[src/rtl/instr_fetch_pkg.sv]
// Shared definitions for the fetch unit and its decoder.
// Instruction words are numbered MSB-first: bit [0] is the MSB.
package instr_fetch_pkg;

    // Instruction classes presented on o_kind
    localparam logic [0:1] KIND_DT  = 2'b00;
    localparam logic [0:1] KIND_MV  = 2'b01;
    localparam logic [0:1] KIND_OP  = 2'b10;
    localparam logic [0:1] KIND_ILL = 2'b11;

    // Opcode prefixes
    localparam logic [0:1] PFX_DT = 2'b00;
    localparam logic [0:2] PFX_MV = 3'b110;
    localparam logic [0:2] PFX_OP = 3'b111;

    // Field bit positions within the 18-bit instruction
    localparam int unsigned IMM_HI = 2;
    localparam int unsigned IMM_LO = 17;
    localparam int unsigned DST_HI = 3;
    localparam int unsigned DST_LO = 5;
    localparam int unsigned SRC_HI = 6;
    localparam int unsigned SRC_LO = 8;
    localparam int unsigned OP_HI  = 3;
    localparam int unsigned OP_LO  = 8;

    // Fetch unit states
    typedef enum logic {
        ST_FETCH = 1'b0,
        ST_HALT  = 1'b1
    } state_t;

endpackage

[src/rtl/instr_decode.sv]
// Combinational instruction decoder: classifies the word and extracts
// its fields; fields not belonging to the decoded class read as zero.
module instr_decode
    import instr_fetch_pkg::*;
(
    input  logic [0:17] i_instr,
    output logic [0:1]  o_kind,
    output logic [0:15] o_imm,
    output logic [0:2]  o_dst,
    output logic [0:2]  o_src,
    output logic [0:5]  o_op
);

    // Prefix match and field extraction
    always_comb begin
        o_kind = KIND_ILL;
        o_imm  = '0;
        o_dst  = '0;
        o_src  = '0;
        o_op   = '0;
        if (i_instr[0:1] == PFX_DT) begin
            o_kind = KIND_DT;
            o_imm  = i_instr[IMM_HI:IMM_LO];
        end else if (i_instr[0:2] == PFX_MV) begin
            o_kind = KIND_MV;
            o_dst  = i_instr[DST_HI:DST_LO];
            o_src  = i_instr[SRC_HI:SRC_LO];
        end else if (i_instr[0:2] == PFX_OP) begin
            o_kind = KIND_OP;
            o_op   = i_instr[OP_HI:OP_LO];
        end
    end

endmodule

[src/rtl/instr_fetch.sv]
// Instruction fetch unit: drives the ROM address from the PC, decodes the
// returned word into a one-entry output buffer with valid/ready handshake,
// halts on an illegal instruction and accepts redirects from execute.
module instr_fetch
    import instr_fetch_pkg::*;
#(
    parameter logic [0:15] RESET_PC = 16'd0,
    parameter logic [0:15] PROG_LEN = 16'd7
) (
    input  logic        i_clk,
    input  logic        i_rst_n,
    output logic [0:15] o_addr,
    input  logic [0:17] i_instr,
    input  logic        i_jump_valid,
    input  logic [0:15] i_jump_addr,
    output logic        o_valid,
    input  logic        i_ready,
    output logic [0:1]  o_kind,
    output logic [0:15] o_imm,
    output logic [0:2]  o_dst,
    output logic [0:2]  o_src,
    output logic [0:5]  o_op,
    output logic [0:15] o_pc,
    output logic        o_halted
);

    state_t      state_q, state_d;
    logic [0:15] pc_q, pc_d;
    logic        valid_q, valid_d;
    logic [0:1]  kind_q, kind_d;
    logic [0:15] imm_q, imm_d;
    logic [0:2]  dst_q, dst_d;
    logic [0:2]  src_q, src_d;
    logic [0:5]  op_q, op_d;
    logic [0:15] opc_q, opc_d;

    logic [0:1]  dec_kind;
    logic [0:15] dec_imm;
    logic [0:2]  dec_dst;
    logic [0:2]  dec_src;
    logic [0:5]  dec_op;

    instr_decode u_decode (
        .i_instr (i_instr),
        .o_kind  (dec_kind),
        .o_imm   (dec_imm),
        .o_dst   (dec_dst),
        .o_src   (dec_src),
        .o_op    (dec_op)
    );

    // Next-state: redirect beats everything, then load when the buffer frees up
    always_comb begin
        state_d = state_q;
        pc_d    = pc_q;
        valid_d = valid_q;
        kind_d  = kind_q;
        imm_d   = imm_q;
        dst_d   = dst_q;
        src_d   = src_q;
        op_d    = op_q;
        opc_d   = opc_q;
        if (i_jump_valid) begin
            // Target taken as-is; the buffered instruction is dropped
            state_d = ST_FETCH;
            pc_d    = i_jump_addr;
            valid_d = 1'b0;
        end else if (state_q == ST_FETCH && (!valid_q || i_ready)) begin
            if (dec_kind == KIND_ILL) begin
                state_d = ST_HALT;
                valid_d = 1'b0;
            end else begin
                valid_d = 1'b1;
                kind_d  = dec_kind;
                imm_d   = dec_imm;
                dst_d   = dec_dst;
                src_d   = dec_src;
                op_d    = dec_op;
                opc_d   = pc_q;
                pc_d    = (pc_q == PROG_LEN - 16'd1) ? '0 : pc_q + 16'd1;
            end
        end
    end

    // State, PC and output buffer registers
    always_ff @(posedge i_clk or negedge i_rst_n) begin
        if (!i_rst_n) begin
            state_q <= ST_FETCH;
            pc_q    <= RESET_PC;
            valid_q <= 1'b0;
            kind_q  <= KIND_DT;
            imm_q   <= '0;
            dst_q   <= '0;
            src_q   <= '0;
            op_q    <= '0;
            opc_q   <= '0;
        end else begin
            state_q <= state_d;
            pc_q    <= pc_d;
            valid_q <= valid_d;
            kind_q  <= kind_d;
            imm_q   <= imm_d;
            dst_q   <= dst_d;
            src_q   <= src_d;
            op_q    <= op_d;
            opc_q   <= opc_d;
        end
    end

    assign o_addr   = pc_q;
    assign o_valid  = valid_q;
    assign o_kind   = kind_q;
    assign o_imm    = imm_q;
    assign o_dst    = dst_q;
    assign o_src    = src_q;
    assign o_op     = op_q;
    assign o_pc     = opc_q;
    assign o_halted = (state_q == ST_HALT);

endmodule
[config.mk]
export PLATFORM = sky130hd
export DESIGN_NAME = instr_fetch
export DESIGN_NICKNAME = d
export VERILOG_FILES = /design/src/rtl/instr_fetch_pkg.sv /design/src/rtl/instr_decode.sv /design/src/rtl/instr_fetch.sv
export SDC_FILE = /design/constraint.sdc
export NUM_CORES = 1
export LEC_CHECK = 0
export CORE_MARGIN = 10
export CORE_UTILIZATION = 46
export CTS_CLUSTER_SIZE = 28
export DETAILED_ROUTE_END_ITERATION = 6
export GPL_TIMING_DRIVEN = 0
export HOLD_SLACK_MARGIN = 0.08
export PLACE_DENSITY = 0.8
export SETUP_SLACK_MARGIN = 0.05
export SLEW_MARGIN = 20
export SYNTH_ARGS = -nofsm -noshare
export SYNTH_HDL_FRONTEND = slang
export SYNTH_SLANG_ARGS = --single-unit
[constraint.sdc]
create_clock -name i_clk -period 2.4 [get_ports i_clk]
set_clock_uncertainty 0.15 [all_clocks]
set_input_delay 0.72 -clock i_clk [delete_from_list [all_inputs] [get_ports i_clk]]
set_output_delay 0.72 -clock i_clk [all_outputs]
set_load 0.1 [all_outputs]
==> results.py <==
metrics = {
    "run_status": {
        "outcome": "completed",
    },
    "timing": {
        "report.final.setup_viol": 0,
        "timing.final.ws_setup_ps": 86.2,
        "fmax_mhz": 432,
        "final_min_period_over_clock_period_pct": 96.4,
        "measured_slew_at_the_worst_slew_check_pin_ps": 647,
        "rsz0062_at_grt": "true",
        "final_max_slew_viol_count": 0,
        "slew-limit-headroom_pct": 56.7,
        "hold_viol": 0,
        "fin_setup_tns_ps": 0,
        "post-route-min-period_ps": 2310,
    },
    "logic_synthesis": {
        "mappedNetlistArea_sq_um": 3040,
        "syn_nets": 388,
        "syn_avg_cell_area_sq_um": 8.75,
        "synth_warnings": 0,
        "synth.ff_latch_count": 64,
        "post-synth-top-area-fraction_pct": 52.6,
        "synthCells": 348,
        "seq_area_frac_synth_pct": 52.6,
        "synth.largest_area_cell": "sky130_fd_sc_hd__dfrtp_1",
        "synth.area.top_cells": "sky130_fd_sc_hd__dfrtp_1 (53%), sky130_fd_sc_hd__nand2_1 (14%), sky130_fd_sc_hd__nand3_1 (6.9%), sky130_fd_sc_hd__clkbuf_1 (2.1%), sky130_fd_sc_hd__o31ai_1 (2.0%)",
        "yosysUniqueCellTypes": 40,
    },
    "pwr": {
        "net_switching_power_figure_mw": 2.11,
        "swShare_pct": 50.4,
        "p_int_mw": 2.07,
        "clockPowerShare_pct": 19.4,
        "leakage_nw": 2.03,
        "part_of_the_total_power_dissipated_in_sequential_elements_pct": 32.4,
        "ir_worst_vdd_v": 0.000725,
        "power_density_nw_per_um2": 933,
        "share_comb_of_total_power_pct": 48.2,
    },
    "setup_path": {
        "ff2ff_path_depth": 5,
        "rr_startpoint": "o_addr[14]$_DFFE_PN0P_",
        "rrSetupSlack_ps": 390,
        "worst-setup-path-type": "reg2out",
        "wp_buf_inv": 1,
        "cp_peak_stage_delay_ps": 620,
        "crit_arrival_ps": 1440,
        "timing.critical_path.slowest_stage_cell": "sky130_fd_sc_hd__clkdlybuf4s15_2",
        "rr_endpoint": "o_addr[1]$_DFFE_PN0P_",
        "critPathCaptureType": "output port",
        "cp.required_ps": 1530,
        "path_delay_family": "buffers and inverters",
        "worst-path-max-fanout": 9,
        "worstPathCellList": "clkdlybuf4s15_2",
        "critical_path.startpoint_type": "flop",
    },
    "die": {
        "die_width_microns": 101,
        "design.die.area_sq_um": 10300,
        "fp.coreArea_sq_um": 6390,
        "core.rowCount": 29,
        "chip_height_microns": 101,
        "starting_density_pct": 47.7,
        "design.portCount": 102,
    },
    "grt": {
        "grt_pass1_wl_mm": 14.7,
        "residual_overflow_from_global_routing": 0,
        "grt_start_max_net_pins": 37,
        "grt_pass1_vias": 2863,
        "global_route.usage.total_pct": 18.0,
        "number_of_antenna_violations_at_the_first_check_in_global_routing": 0,
    },
    "drt": {
        "wirelength_mm": 9.45,
        "drc_errors": 0,
        "avgViaCountPerCell": 5.54,
        "drtIter0Drc": 248,
        "antenna_violating_nets_post_route": 0,
        "drt-wirelength-per-cell_microns": 17.4,
        "drt_pre_antenna_iters": 5,
        "detailroute.via_count": 3016,
    },
    "cts": {
        "tritoncts.num_buffers": 9,
        "worstSkewPairLatency_ps": 330,
        "cts_root_buf": "sky130_fd_sc_hd__clkbuf_8",
        "tritoncts": "yes",
        "worst_setup_hold_path_clk_slew_ps": 70,
        "cts.sinks": 64,
        "htree_levels": 3,
        "clk_path_buf_depth": 2,
    },
    "final_layout": {
        "final_nets": 503,
        "drive_gt1_share_pct": 24.0,
        "n_antenna_cell": 0,
        "mostFrequentLayoutCell": "sky130_fd_sc_hd__nand2_1",
        "commonest_non_fill_non_tap_cells_in_the_layout": "sky130_fd_sc_hd__nand2_1 (110), sky130_fd_sc_hd__clkdlybuf4s15_2 (62), sky130_fd_sc_hd__dfrtp_1 (58)",
        "final_cell_utilization_of_the_core_pct": 70.1,
        "finalInstanceArea_sq_um": 4470,
        "num-fill-cells": 517,
        "synthToLayoutAreaGrowth_pct": 47.0,
    },
    "placed_design": {
        "placement.cell_area_sq_um": 4180,
        "io_buffer_count": 101,
        "dp_worst_setup_slack_ps": -536,
        "gp_congestion": 0.887,
        "dp_hpwl_mm": 7.05,
    },
    "hold_path": {
        "hold_class": "in2async",
    },
    "job": {
        "drv.max_cap_violation_count": 0,
    },
}
[per-stage QoR]
stage / total power [mW] / instances / hold WS (ps)
floorplan: 2.86 / 348 / 274
global placement: 3.40 / 526 / 299
detailed placement: 3.43 / 527 / 304
CTS: 4.20 / 542 / 164
global route: 4.35 / 544 / 175
finish: 4.18 / 544 / 155
[routing by layer]
layer  vias to the layer above  routed length (microns)  global-route usage [%]
met5                         -                        0                       0
met4                         0                      202                    7.93
met3                        17                      629                    4.02
met2                       125                     4690                    29.0
met1                      1429                     3920                    22.6
li1                       1445                        -                       -
[power groups by stage]
| stage | clock network [mW] | registers (mW) | logic (mW) |
|---|---|---|---|
| after global routing | 0.877 | 1.38 | 2.10 |
| after floorplan | 0 | 2.58 | 0.285 |
| after CTS | 0.831 | 1.35 | 2.01 |
| after global placement | 0 | 1.37 | 2.04 |
| final | 0.808 | 1.35 | 2.01 |
| after detailed placement | 0 | 1.37 | 2.05 |
[timing repair]
| item | CTS | global route |
|---|---|---|
| hold buffers | 0 | 0 |
| setup buffers | 0 | 2 |
| pin swaps | 1 | 1 |
| cloned | 0 | 0 |
| gates resized for setup | 198 | 18 |
| endpoints found under the setup margin | 115 | 47 |
[state kept, by name, indices dropped and copies added, names as in the netlist]
signal    flops
o_imm        16
o_pc         16
o_valid       1
o_kind        2
o_addr       16
o_op          6
o_src         3
o_dst         3
o_halted      1
[Yosys cell counts (all sizes together)]
| cell | number |
|---|---|
| and3 | 3 |
| nor3b | 1 |
| clkinv | 1 |
| o21ai | 13 |
| nand4 | 7 |
| buf | 8 |
| and4 | 4 |
| and2 | 2 |
| nor2 | 10 |
| inv | 7 |
| o31ai | 8 |
| nand2b | 1 |
| o31a | 1 |
| dfrtp | 64 |
| a31oi | 5 |
| nor2b | 1 |
| a2bb2oi | 2 |
| xor2 | 1 |
| o221a | 1 |
| nor4 | 4 |
| or4 | 5 |
| a22oi | 1 |
| nand2 | 110 |
| a32oi | 4 |
| nor4b | 2 |
| ha | 2 |
| o311ai | 3 |
| clkbuf | 17 |
| nand3 | 43 |
| nor3 | 5 |
| xnor2 | 1 |
| a41oi | 3 |
| a21oi | 8 |
[cell type report]
class | instances | area [sq um] | area share, %
buffer | 25 | 121 | 2.71
sequential | 64 | 1610 | 36.0
inverter | 8 | 30.0 | 0.671
timing repair buffer | 104 | 1120 | 25.0
tap | 77 | 96.3 | 2.15
multi-input combinational | 251 | 1330 | 29.6
clock inverter | 3 | 17.5 | 0.391
clock buffer | 12 | 155 | 3.47
[how the worst max path moves through the flow]
stage,depth (start not counted),end,slack [ps],startpoint
5_1_grt,6,o_addr[10]$_DFFE_PN0P_,20,i_ready
2_1_floorplan,5,o_addr[1]$_DFFE_PN0P_,40,o_addr[12]$_DFFE_PN0P_
6_report,1,o_addr[9],90,o_addr[9]$_DFFE_PN0P_
3_5_place_dp,6,o_imm[2]$_DFFE_PN0P_,-540,i_instr[1]
3_3_place_gp,1,o_addr[10]$_DFFE_PN0P_,-1830,i_rst_n
4_1_cts,6,o_kind[0]$_DFFE_PN0P_,40,i_jump_valid
[cells by family (layout without fill, tap and decap cells)]
logic type / after synthesis / count (layout) / share of synthesized area [%]
adder cells (fa/ha/maj): 2 / 2 / 0.822
XOR/XNOR: 2 / 2 / 0.822
AO/OA/AOI/OAI: 49 / 49 / 10.8
buffers and inverters: 33 / 152 / 4.56
AND/OR/NAND/NOR: 198 / 198 / 30.4
flip-flops: 64 / 64 / 52.6
(Power assumes the default switching activity.)
